File: src/rtl/pr_vs_pkg.sv
// Shared types and constants for the virtual-socket reconfiguration sequencer.
// Build option PR_TIMEOUT_EN (see pr_vs_sequencer) enables the WAIT_DONE watchdog.
package pr_vs_pkg;

    typedef enum logic [2:0] {
        IDLE,
        DECOUPLE,
        TRIGGER,
        WAIT_DONE,
        GUARD,
        RELEASE
    } state_t;

    localparam logic VS_SHIFT = 1'b0;
    localparam logic VS_COUNT = 1'b1;

    localparam int CNT_W_DEF       = 24;
    localparam int SETTLE_CYC_DEF  = 4;
    localparam int GUARD_CYC_DEF   = 8;
    localparam int TIMEOUT_CYC_DEF = 2000000;

endpackage

File: src/rtl/pr_rr_arb2.sv
// Two-requester round-robin arbiter with sticky pending flags.
// A grant clears the winner's flag unless a new pulse for it arrives in the same cycle.
module pr_rr_arb2
    import pr_vs_pkg::*;
(
    input  logic clk,
    input  logic reset,
    input  logic req_shift,
    input  logic req_count,
    input  logic grant,
    output logic pend_shift,
    output logic pend_count,
    output logic pend_any,
    output logic grant_id
);

    logic last_grant;

    always_ff @(posedge clk) begin
        if (reset) begin
            pend_shift <= 1'b0;
            pend_count <= 1'b0;
            last_grant <= VS_COUNT;
        end else begin
            pend_shift <= req_shift | (pend_shift & ~(grant && grant_id == VS_SHIFT));
            pend_count <= req_count | (pend_count & ~(grant && grant_id == VS_COUNT));
            if (grant) begin
                last_grant <= grant_id;
            end
        end
    end

    always_comb begin
        pend_any = pend_shift | pend_count;
        if (pend_shift && pend_count) begin
            grant_id = ~last_grant;
        end else begin
            grant_id = pend_count ? VS_COUNT : VS_SHIFT;
        end
    end

endmodule

File: src/rtl/pr_vs_sequencer.sv
// Serialises partial reconfiguration of the shift and count sockets over one PR controller.
// Define PR_TIMEOUT_EN to abort WAIT_DONE after TIMEOUT_CYC cycles as if prc_error fired.
module pr_vs_sequencer
    import pr_vs_pkg::*;
#(
    parameter int CNT_W       = CNT_W_DEF,
    parameter int SETTLE_CYC  = SETTLE_CYC_DEF,
    parameter int GUARD_CYC   = GUARD_CYC_DEF,
    parameter int TIMEOUT_CYC = TIMEOUT_CYC_DEF
) (
    input  logic             clk,
    input  logic             reset,
    input  logic             req_shift,
    input  logic             req_count,
    input  logic             prc_done,
    input  logic             prc_error,
    output logic             prc_trigger,
    output logic             prc_trigger_id,
    output logic             vs_shift_decouple,
    output logic             vs_count_decouple,
    output logic             busy,
    output logic             dur_valid,
    output logic             dur_id,
    output logic [CNT_W-1:0] dur_cycles,
    output logic             err_sticky
);

`ifdef PR_TIMEOUT_EN
    localparam logic TIMEOUT_EN = 1'b1;
`else
    localparam logic TIMEOUT_EN = 1'b0;
`endif
    localparam logic [CNT_W-1:0] TIMEOUT_VAL = CNT_W'(TIMEOUT_CYC);
    localparam logic [15:0] SETTLE_LAST = 16'(SETTLE_CYC - 1);
    localparam logic [15:0] GUARD_LAST  = 16'(GUARD_CYC - 1);

    state_t           state;
    state_t           state_nxt;
    logic [15:0]      phase;
    logic             served;
    logic [CNT_W-1:0] dur;
    logic [CNT_W-1:0] dur_inc;
    logic [CNT_W-1:0] dur_latched;
    logic             grant;
    logic             grant_id;
    logic             pend_shift;
    logic             pend_count;
    logic             pend_any;
    logic             fail_hit;
    logic             decouple_on;

    pr_rr_arb2 u_arb (
        .clk        (clk),
        .reset      (reset),
        .req_shift  (req_shift),
        .req_count  (req_count),
        .grant      (grant),
        .pend_shift (pend_shift),
        .pend_count (pend_count),
        .pend_any   (pend_any),
        .grant_id   (grant_id)
    );

    always_comb begin
        state_nxt = state;
        grant     = 1'b0;
        fail_hit  = 1'b0;
        dur_inc   = (dur == '1) ? dur : dur + CNT_W'(1);
        case (state)
            IDLE: begin
                if (pend_any) begin
                    grant     = 1'b1;
                    state_nxt = DECOUPLE;
                end
            end
            DECOUPLE: begin
                if (phase == SETTLE_LAST) begin
                    state_nxt = TRIGGER;
                end
            end
            TRIGGER: state_nxt = WAIT_DONE;
            WAIT_DONE: begin
                // Error beats done; the watchdog only counts when neither arrived.
                fail_hit = prc_error |
                           (TIMEOUT_EN && !prc_done && dur_inc == TIMEOUT_VAL);
                if (prc_done || fail_hit) begin
                    state_nxt = GUARD;
                end
            end
            GUARD: begin
                if (phase == GUARD_LAST) begin
                    state_nxt = RELEASE;
                end
            end
            RELEASE: state_nxt = IDLE;
            default: state_nxt = IDLE;
        endcase
    end

    always_ff @(posedge clk) begin
        if (reset) begin
            state       <= IDLE;
            phase       <= '0;
            served      <= VS_SHIFT;
            dur         <= '0;
            dur_latched <= '0;
            err_sticky  <= 1'b0;
        end else begin
            state <= state_nxt;
            phase <= (state_nxt != state) ? 16'd0 : phase + 16'd1;
            if (grant) begin
                served <= grant_id;
            end
            if (state == TRIGGER) begin
                dur <= '0;
            end else if (state == WAIT_DONE) begin
                dur <= dur_inc;
            end
            if (state == WAIT_DONE && state_nxt == GUARD) begin
                dur_latched <= dur_inc;
            end
            if (fail_hit) begin
                err_sticky <= 1'b1;
            end
        end
    end

    always_comb begin
        decouple_on       = state inside {DECOUPLE, TRIGGER, WAIT_DONE, GUARD};
        vs_shift_decouple = decouple_on && served == VS_SHIFT;
        vs_count_decouple = decouple_on && served == VS_COUNT;
        prc_trigger       = state == TRIGGER;
        prc_trigger_id    = prc_trigger & served;
        busy              = state != IDLE;
        dur_valid         = state == GUARD && phase == 16'd0;
        dur_id            = dur_valid & served;
        dur_cycles        = dur_latched;
    end

endmodule
File: config.mk
export PLATFORM = sky130hd
export DESIGN_NAME = pr_vs_sequencer
export DESIGN_NICKNAME = d
export VERILOG_FILES = /design/src/rtl/pr_vs_pkg.sv /design/src/rtl/pr_rr_arb2.sv /design/src/rtl/pr_vs_sequencer.sv
export SDC_FILE = /design/constraint.sdc
export NUM_CORES = 1
export LEC_CHECK = 0
export ABC_CLOCK_PERIOD_IN_PS = 2900
export BUFFER_PORTS_ARGS = -buffer_cell sky130_fd_sc_hd__buf_2
export CAP_MARGIN = 20
export CORE_UTILIZATION = 45
export DETAILED_ROUTE_END_ITERATION = 6
export GPL_TIMING_DRIVEN = 1
export PLACE_DENSITY_LB_ADDON = 0.1
export RECOVER_POWER = 50
export REMOVE_ABC_BUFFERS = 1
export SETUP_SLACK_MARGIN = 0.1
export SYNTH_ARGS = -nofsm -noshare
export SYNTH_HDL_FRONTEND = slang
export SYNTH_HIERARCHICAL = 1
export SYNTH_SLANG_ARGS = --single-unit
File: constraint.sdc
create_clock -name clk -period 2.9 [get_ports clk]
set_input_delay 0.435 -clock clk [delete_from_list [all_inputs] [get_ports clk]]
set_output_delay 0.435 -clock clk [all_outputs]
set_load 0.05 [all_outputs]
==> reports/results.tsv, run 1 <==
stage	metric	value	unit
run_status	outcome	finished, final reports clean	
cts	clockBufferDepth	2	
worst_setup_path	cp.depth	6	
timing	slew_violations	0	
finish	fin_area	4100	sq um
worst_setup_path	cp-start-kind	flop	
flow_run	max_cap_violations	0	
floorplanning	die_x	92.9	um
pwr	power	1.93	mW
floorplanning	initial_core_util	47.4	%
cts	cts_buffers	9	
timing	fin_tns_setup	0	ns
finish	fillers	820	
logic_synthesis	yosysTopAreaCell	dfxtp_1	
timing	holdWs	0.353	ns
cts	worstSkewPairLatency	0.35	ns
worst_hold_path	hp-class	input port to flop	
cts	cts_resized	0	
finish	drive_above_1_share	8.96	%
worst_setup_path	worstReg2RegStart	dur[16]	
finish	finalNetCount	488	
timing	tightest_slew	0.883	ns
worst_setup_path	crit_type	flop to primary output	
floorplanning	die_y	92.9	um
logic_synthesis	netlist.area_leader.share	38.8	%
worst_setup_path	crit_arrival	2.14	ns
worst_setup_path	critPathMaxFanout	4	
cts	cts.sinks	72	
routing	via_count	3296	
routing	route.detailed.drc	0	
logic_synthesis	ys_async_sr_fraction	0	%
routing	ant_nets	0	
global_route	grt.busiest_layer	met2	
worst_setup_path	crit_path_max_incr_delay	0.41	ns
worst_hold_path	holdPathStages	3	
finish	diodes	0	
worst_hold_path	worstHoldStart	req_count	
routing	wl_per_cell	15.3	um
worst_setup_path	critical_path.n_buffers_inverters	1	
timing	setup_viol	0	
timing	rsz0062_at_grt	false	
logic_synthesis	yosys_warnings	6	
global_route	antenna_found_initial	0	
routing	drtIter0Drc	149	
routing	via_per_inst	5.66	
pwr	cellPowerDensity	470	nW/um^2
global_route	grt_max_degree	37	
pwr	leakage	1.33	nW
finish	mostFrequentLayoutCell	dfxtp_1	
worst_setup_path	crit_family	simple AND/OR/NAND/NOR gates	
logic_synthesis	yosysSeqAreaShare	38.8	%
logic_synthesis	synth_edf_count	0	
pwr	irDropWorstVdd	0.000306	V
finish	syn_to_final_growth	10.3	%
global_route	grt_pass1_vias	2979	
logic_synthesis	synth-main-ff-cell	dfxtp_1	
logic_synthesis	synth_area_leaders	dfxtp_1 (39%), nor2_1 (6.2%), xnor2_1 (4.0%), a211oi_1 (3.8%), xor2_1 (3.3%)	
worst_setup_path	cp-end-kind	primary output	
global_route	met3_usage	4.76	%
logic_synthesis	yosys_register_bits	72	
floorplanning	row_count	32	
placed_design	place_congestion	0.904	
placed_design	place_area	3990	sq um
worst_setup_path	critPathSlowestCell	nor4_1	
cts	htree_levels	3	
global_route	grt_pass1_wl	14.7	mm
global_route	use_met2	33.0	%
cts	path_clk_slew	0.07	ns
logic_synthesis	synth_area	3720	sq um
cts	post-cts-setup-buffers	0	
timing	max_slew_margin	39.6	%
finish	final_cell_mix	dfxtp_1 (72), nor2_1 (60), clkbuf_1 (32)	
logic_synthesis	syn_area_per_cell	8.22	sq um
cts	cts_tree	yes	
logic_synthesis	synthCells	452	
global_route	use_met1	30.8	%
cts	cts_hold_buf	0	
global_route	grt_util_all_layers	22.0	%
worst_setup_path	required	2.47	ns
timing	skew	0.00761	ns
timing	period_needed	2.57	ns
placed_design	port_buffers	37	
floorplanning	io_pins	38	
timing	period_share	88.7	%
floorplanning	core_area	7850	sq um
worst_setup_path	rr_worst_depth	5	
floorplanning	dieArea	8630	sq um
cts	cts-root-buf	clkbuf_8	
worst_setup_path	crit_chain	nor4_1 -> and4_1 -> nor2b_1 -> and3_1 -> and2_1 -> buf_2	
routing	first_pass_iters	4	
timing	max_freq	0.389	GHz
placed_design	hpwl	6.20	mm
worst_setup_path	cp-startpoint	phase[11]	
timing	hold_viol	0	
global_route	grt_overflow	0	
routing	wl	8.88	mm
logic_synthesis	synth_cell_type_count	52	
==> cells by family after synthesis <==
family | Yosys count | synth area share, %
XOR/XNOR | 31 | 7.30
buffers and inverters | 44 | 4.81
adder cells (fa/ha/maj) | 4 | 1.35
multiplexers | 3 | 0.875
AO/OA/AOI/OAI | 95 | 17.9
AND/OR/NAND/NOR | 203 | 28.9
flip-flops | 72 | 38.8
==> final timing paths <==
check	to	slack, ns
setup / recovery	dur_id	0.33
hold / removal	u_arb/pend_count	0.35
setup reg to reg	dur_cycles[7]	0.51
hold reg to reg	dur_cycles[2]	0.47
==> through the flow <==
stage,utilization [%],cells,worst slack (ns)
final,52.2,582,0.327
after global routing,52.2,582,0.192
after CTS,52.9,582,0.325
after detailed placement,50.9,569,0.538
after global placement,50.9,569,0.637
after floorplan,-,420,-0.00296
==> layer usage <==
metal  vias to the layer above  wire [um]
met5                         -          0
met2                        66       3760
met1                      1533       4590
met4                         0         76
li1                       1691          -
met3                         6        447
==> Yosys cell counts, types with 3 or more instances <==
library cell,count
o21ai_0,14
nor3_1,11
xnor2_1,17
xor2_1,14
or4_1,4
dfxtp_1,72
nand4_1,14
and2_1,4
nand3_1,21
or3_1,6
nand2_1,23
buf_2,5
nor2b_1,5
a21oi_1,21
o211ai_1,4
and4_1,7
nor2_1,61
inv_1,12
a41oi_1,3
nand2b_1,11
nor4_1,7
a211oi_1,19
and3_1,10
clkbuf_1,24
a311oi_1,5
ha_1,4
or2_2,4
a31oi_1,12
nand3b_1,6
==> tightest hold or removal path, delay by kind of cell <==
family,cells,cell delay (ns)
buf+inv,2,0.14
compound gates,1,0.07
==> state kept, by name (all words and copies together), names as in the netlist <==
register and count:
u_arb/last_grant 1, dur 24, dur_cycles 24, state 3, u_arb/pend_count 1, served 1, u_arb/pend_shift 1, err_sticky 1
phase 16
==> layout make-up <==
cell class                      instances  area [sq um]  share of cell area, %
Multi-Input combinational cell        336          2100                   51.2
Sequential cell                        72          1440                   35.2
Timing Repair Buffer                   47           226                   5.53
Clock buffer                           12           155                   3.79
Tap cell                              102           128                   3.11
Inverter                               12          45.0                   1.10
Clock inverter                          1          5.00                  0.122
==> report_power, final <==
group | switching, mW | internal, mW
registers | 0.0303 | 1.01
logic | 0.133 | 0.0646
clock network | 0.349 | 0.342
No activity file was read; power rests on OpenSTA's default activity.
==> inputs of run 2 (changes only) <==
Settings changed: PLACE_DENSITY_LB_ADDON 0.1 to default.
==> run 2 against run 1 <==
Against the previous run: worst hold slack lost 0.014 ns; clock skew grew 0.0050 ns; clock power grew 25%; total power grew 9.1%; core utilization grew 0.48 points; maximum frequency grew 2.6%; critical path depth is the same; routed wire length shrank 2.4%; global-route usage shrank 0.63 points; combinational power is essentially flat; setup slack gained 0.065 ns; critical endpoint unchanged; largest cell class unchanged; highest routed layer unchanged.
==> reports/results.tsv, run 2 (synthesis results as in run 1) <==
stage	metric	value	unit	change
cts	cts_tree	yes		
finish	finalNetCount	489		+0.20%
finish	syn_to_final_growth	11.3	%	
placed_design	place_worst_setup_slack	0.575	ns	+0.0371 ns
floorplanning	dieArea	8630	sq um	unchanged
finish	mostFrequentLayoutCell	dfxtp_1		
routing	drtIter0Drc	140		-6.0%
cts	cts_hold_buf	0		unchanged
timing	period_share	86.5	%	-2.2 points
pwr	leakage	1.34	nW	+1.1%
finish	post-route-util	52.7	%	+0.48 points
worst_setup_path	crit_arrival	2.07	ns	-0.07 ns
timing	rsz0062_at_grt	false		
floorplanning	io_pins	38		unchanged
routing	wl_per_cell	14.8	um	-2.9%
timing	hold_viol	0		unchanged
worst_setup_path	worstReg2RegStart	state[2]		
pwr	swShare	26.4	%	-0.20 points
global_route	grt_max_degree	46		+24%
worst_setup_path	cp-startpoint	phase[11]		
cts	clockBufferDepth	2		unchanged
worst_setup_path	required	2.47	ns	about the same
timing	skew	0.0126	ns	+0.00498 ns
worst_hold_path	hp-class	input port to flop		
pwr	cellPowerDensity	509	nW/um^2	+8.1%
worst_setup_path	timing.rr.end	dur_cycles[23]		
pwr	p_switching	555	uW	+8.3%
routing	wl	8.66	mm	-2.4%
global_route	antenna_found_initial	0		unchanged
cts	path_clk_slew	0.08	ns	about the same
worst_setup_path	cp-start-kind	flop		
pwr	pwr-share-seq	49.5	%	-4.4 points
global_route	grt_overflow	0		unchanged
pwr	combinationalPowerShare	9.3	%	-0.9 points
worst_setup_path	critPathMaxFanout	4		unchanged
routing	via_count	3301		+0.15%
worst_setup_path	worstSetupEndpoint	dur_id		
floorplanning	core_area	7850	sq um	unchanged
worst_setup_path	cp-end-kind	primary output		
timing	max_freq	0.399	GHz	+2.6%
floorplanning	row_count	32		unchanged
routing	first_pass_iters	4		unchanged
cts	htree_levels	3		unchanged
timing	setup_viol	0		unchanged
routing	ant_nets	0		unchanged
cts	post-cts-setup-buffers	0		unchanged
timing	period_needed	2.51	ns	-0.0646 ns
pwr	clkPwrFrac	41.2	%	+5.3 points
floorplanning	initial_core_util	47.4	%	unchanged
flow_run	max_cap_violations	0		unchanged
cts	cts_resized	0		unchanged
floorplanning	die_y	92.9	um	unchanged
worst_setup_path	rr_worst_depth	6		+1
timing	slew_violations	0		unchanged
worst_setup_path	rrSetupSlack	0.52	ns	about the same
placed_design	hpwl	5.95	mm	-3.9%
cts	cts_buffers	9		unchanged
global_route	grt_pass1_wl	14.6	mm	-0.94%
finish	drive_above_1_share	9.52	%	+0.57 points
finish	diodes	0		unchanged
global_route	grt_pass1_vias	3003		+0.81%
placed_design	port_buffers	37		unchanged
finish	final_cell_mix	dfxtp_1 (72), nor2_1 (60), clkbuf_1 (32)		
timing	tightest_slew	0.965	ns	+0.0826 ns
timing	max_slew_margin	34.0	%	-5.7 points
pwr	irDropWorstVdd	0.000294	V	-4.1%
placed_design	place_congestion	0.874		-3.4%
worst_setup_path	crit_type	flop to primary output		
cts	worstSkewPairLatency	0.36	ns	about the same
global_route	grt_util_all_layers	21.4	%	-0.63 points
floorplanning	die_x	92.9	um	unchanged
pwr	internal-power	1.55	mW	+9.4%
timing	setup_slack	0.392	ns	+0.0646 ns
finish	fillers	819		-0.12%
routing	via_per_inst	5.64		-0.36%
routing	route.detailed.drc	0		unchanged
cts	cts.sinks	72		unchanged
run_status	outcome	finished, final reports clean		
cts	cts-root-buf	clkbuf_8		
[run 2: worst min-delay path by stage]
stage                     slack, ns  cells after the start                to       start
final                          0.34                      3  u_arb/pend_count   req_count
after global routing           0.34                      3  u_arb/pend_shift   req_shift
after CTS                      0.33                      3  u_arb/pend_count   req_count
after detailed placement       0.46                      2        err_sticky  err_sticky
after global placement         0.45                      2        err_sticky  err_sticky
after floorplan                0.46                      1           dur[23]     dur[23]
[run 2: metrics by stage]
stage	hold slack, ns	setup TNS (ns)	instance area (sq um)	total power, mW	instances
6_report	0.339	0	4140	2.10	585
3_5_place_dp	0.460	0	3990	1.26	570
3_3_place_gp	0.451	0	3990	1.26	570
2_1_floorplan	0.460	-0.00591	3580	1.19	420
4_1_cts	0.331	0	4200	2.12	585
5_1_grt	0.338	0	4140	2.19	585
[run 2: power by group through the flow]
stage	logic (mW)	registers (mW)	clock network (mW)
after global routing	0.220	1.04	0.928
after global placement	0.199	1.06	0
final	0.195	1.04	0.867
after detailed placement	0.201	1.06	0
after CTS	0.202	1.04	0.882
after floorplan	0.125	1.07	0
[run 2: area by class of cell]
| cell class | count | area (sq um) | area share [%] |
|---|---|---|---|
| flip-flops and latches | 72 | 1440 | 34.8 |
| inverters | 12 | 45.0 | 1.09 |
| repair buffers | 48 | 215 | 5.20 |
| well taps | 102 | 128 | 3.09 |
| clock buffers | 9 | 124 | 2.99 |
| multi-input cells | 336 | 2100 | 50.7 |
| clock inverters | 6 | 85.1 | 2.06 |
[run 2: layer usage]
layer,track usage (%),part of all wire (%),vias to the layer above
met4,7.95,1.5,0
met2,33.6,46,65
li1,-,-,1689
met1,28.5,48,1535
met3,4.76,4.7,12
met5,0,0,-
[run 2: critical path, stage by stage, from the launching register on]
cell and delay, ns:
dfxtp_1 0.35, nor4_1 0.38, and4_1 0.27, nor2b_1 0.17, and3_1 0.19, and2_1 0.12
buf_2 0.25
==> inputs of run 3 (changes only) <==
Settings changed: SYNTH_HIERARCHICAL 1 to default.
==> run 3 against run 2 <==
Against the previous run: worst hold slack worse by 0.054 ns; final cell count unchanged; sequential power barely moved; synthesized cell count grew 1.5%; maximum frequency increased by 1.2%; core utilization fell by 0.43 points; first-iteration DRC count is 74% higher; critical endpoint is now dur_cycles[21]; largest cell class unchanged.
==> reports/results.tsv, run 3 <==
stage	metric	value	unit	change
finish	seq_area	1440	sq um	unchanged
global_route	grt_overflow	0		unchanged
cts	worstSkewPairLatency	0.35	ns	about the same
cts	cts_hold_buf	0		unchanged
logic_synthesis	yosysTopAreaCell	dfxtp_1		
routing	route.detailed.drc	0		unchanged
worst_hold_path	holdPathStages	3		unchanged
logic_synthesis	synth.most_common_cell	dfxtp_1		
floorplanning	row_count	32		unchanged
global_route	grt_util_all_layers	20.1	%	-1.2 points
worst_setup_path	critPathMaxFanout	8		+4
timing	tightest_slew	1.18	ns	+0.218 ns
floorplanning	dieArea	8650	sq um	+0.26%
cts	cts_tree	yes		
worst_setup_path	cp-start-kind	flop		
logic_synthesis	synth-main-ff-cell	dfxtp_1		
finish	mostFrequentLayoutCell	dfxtp_1		
global_route	grt_pass1_vias	2992		-0.37%
worst_setup_path	crit_arrival	2.75	ns	+0.68 ns
timing	setup_viol	0		unchanged
finish	diodes	0		unchanged
cts	path_clk_slew	0.08	ns	about the same
finish	syn_to_final_growth	10.6	%	
finish	finalNonFillerCells	585		unchanged
routing	first_pass_iters	4		unchanged
logic_synthesis	synth_area_leaders	dfxtp_1 (39%), nor2_1 (6.6%), xor2_1 (4.7%), a211oi_1 (4.6%), nand3_1 (4.2%)		
finish	finalNetCount	488		-0.20%
logic_synthesis	synth_area	3730	sq um	+0.27%
worst_hold_path	hold_end	u_arb.pend_shift		
worst_setup_path	required	3.17	ns	+0.70 ns
routing	maxUsedRoutingLayer	met4		
worst_setup_path	rr_worst_depth	7		+1
worst_setup_path	worstReg2RegStart	dur[0]		
logic_synthesis	yosys-top-cells-count	dfxtp_1 (72), nor2_1 (66), nand2_1 (39)		
routing	wirelength_met1	4.13	mm	-1.1%
finish	drive_above_1_share	7.87	%	-1.7 points
cts	htree_levels	3		unchanged
floorplanning	initial_core_util	47.3	%	-0.11 points
pwr	cellPowerDensity	495	nW/um^2	-2.7%
logic_synthesis	syn_area_per_cell	8.12	sq um	-1.3%
routing	ant_nets	0		unchanged
timing	fin_tns_setup	0	ns	unchanged
cts	cts_buffers	9		unchanged
logic_synthesis	yosys_register_bits	72		unchanged
routing	via_per_inst	5.46		-3.2%
floorplanning	die_x	93.0	um	+0.13%
timing	slew_violations	0		unchanged
worst_setup_path	rrSetupSlack	0.42	ns	-0.10 ns
placed_design	placed_cells	569		-0.18%
timing	max_freq	0.404	GHz	+1.2%
cts	cts.sinks	72		unchanged
routing	drtIter0Drc	243		+74%
cts	clockBufferDepth	2		unchanged
worst_setup_path	cp-startpoint	dur[0]		
routing	via_count	3197		-3.2%
worst_setup_path	cp-end-kind	flop		
pwr	leakage	1.27	nW	-5.1%
worst_hold_path	worstHoldStart	req_shift		
global_route	grt_max_degree	58		+26%
routing	wl_met2	3.79	mm	-4.1%
worst_setup_path	crit_type	flop to flop		
timing	period_share	85.4	%	-1.1 points
placed_design	place_worst_setup_slack	0.479	ns	-0.0964 ns
routing	wl	8.25	mm	-4.8%
floorplanning	io_pins	38		unchanged
logic_synthesis	yosysSeqAreaShare	38.7	%	-0.10 points
logic_synthesis	synth_edf_count	0		unchanged
floorplanning	core_area	7890	sq um	+0.51%
timing	setup_slack	0.422	ns	+0.0308 ns
finish	final_cell_mix	dfxtp_1 (72), nor2_1 (65), nand2_1 (39)		
timing	max_slew_margin	21.1	%	-13 points
logic_synthesis	ys_async_sr_fraction	0	%	unchanged
routing	dr_wl_met3	188	um	-54%
pwr	power	2.04	mW	-3.0%
logic_synthesis	yosys_warnings	0		-6
finish	fillers	783		-4.4%
cts	post-cts-setup-buffers	0		unchanged
global_route	antenna_found_initial	0		unchanged
worst_setup_path	timing.rr.end	dur_cycles[21]		
flow_run	max_cap_violations	0		unchanged
placed_design	hpwl	5.43	mm	-8.7%
run_status	outcome	finished, final reports clean		
placed_design	port_buffers	37		unchanged
global_route	grt_pass1_wl	13.8	mm	-5.4%
timing	skew	0.00743	ns	-0.00515 ns
timing	hold_viol	0		unchanged
timing	rsz0062_at_grt	false		
logic_synthesis	synthCells	459		+1.5%
timing	period_needed	2.48	ns	-0.0308 ns
placed_design	place_congestion	0.805		-7.9%
floorplanning	die_y	93.0	um	+0.13%
finish	post-route-util	52.3	%	-0.43 points
worst_hold_path	hp-class	input port to flop		
cts	cts-root-buf	clkbuf_8		
finish	multi_input_area	2100	sq um	+0.18%
logic_synthesis	synth_cell_type_count	52		unchanged
pwr	irDropWorstVdd	0.000303	V	+3.3%
cts	cts_resized	0		unchanged
routing	wl_per_cell	14.1	um	-4.8%
logic_synthesis	netlist.area_leader.share	38.7	%	-0.10 points
==> run 3: where the power goes <==
group          switching, mW  internal [mW]
sequential            0.0193           1.00
clock                  0.381          0.508
combinational         0.0938         0.0365
==> run 3: cell type report <==
class / instances / share of cell area, %
multi-input combinational: 342 / 51.0
clock inverter: 3 / 1.58
inverter: 7 / 0.637
timing repair buffer: 46 / 5.16
sequential: 72 / 35.0
clock buffer: 13 / 3.61
tap: 102 / 3.09
==> run 3: routing by layer <==
metal	up-vias	track usage, %
li1	1669	-
met1	1470	24.9
met2	45	34.0
met3	13	3.58
met4	0	9.10
met5	-	0
==> run 3: critical path, stage by stage, from the launching register on <==
cell and delay (ns):
dfxtp_1 0.44, ha_1 0.27, nand4_4 0.14, nor4_2 0.73, buf_4 0.29, a211oi_1 0.13
xnor2_1 0.17, a211oi_1 0.23
==> run 3: logic make-up after synthesis <==
logic type | count (synthesis) | share of synthesized area [%]
AO/OA/AOI/OAI | 90 | 17.0
XOR/XNOR | 35 | 8.22
adder cells (fa/ha/maj) | 4 | 1.34
buffers and inverters | 45 | 4.90
flip-flops | 72 | 38.7
multiplexers | 5 | 1.34
AND/OR/NAND/NOR | 208 | 28.5
==> run 3: worst max-delay path by stage <==
stage / endpoint / cells past startpoint
CTS: dur_id / 5
detailed placement: dur[22] / 6
global placement: dur[22] / 6
global route: dur_cycles[21] / 7
floorplan: dur_id / 4
finish: dur_cycles[21] / 7
==> run 3: through the flow <==
stage	area, sq um	hold slack (ns)
CTS	4190	0.277
global route	4120	0.288
detailed placement	3970	0.488
global placement	3970	0.451
finish	4120	0.284
floorplan	3570	0.467
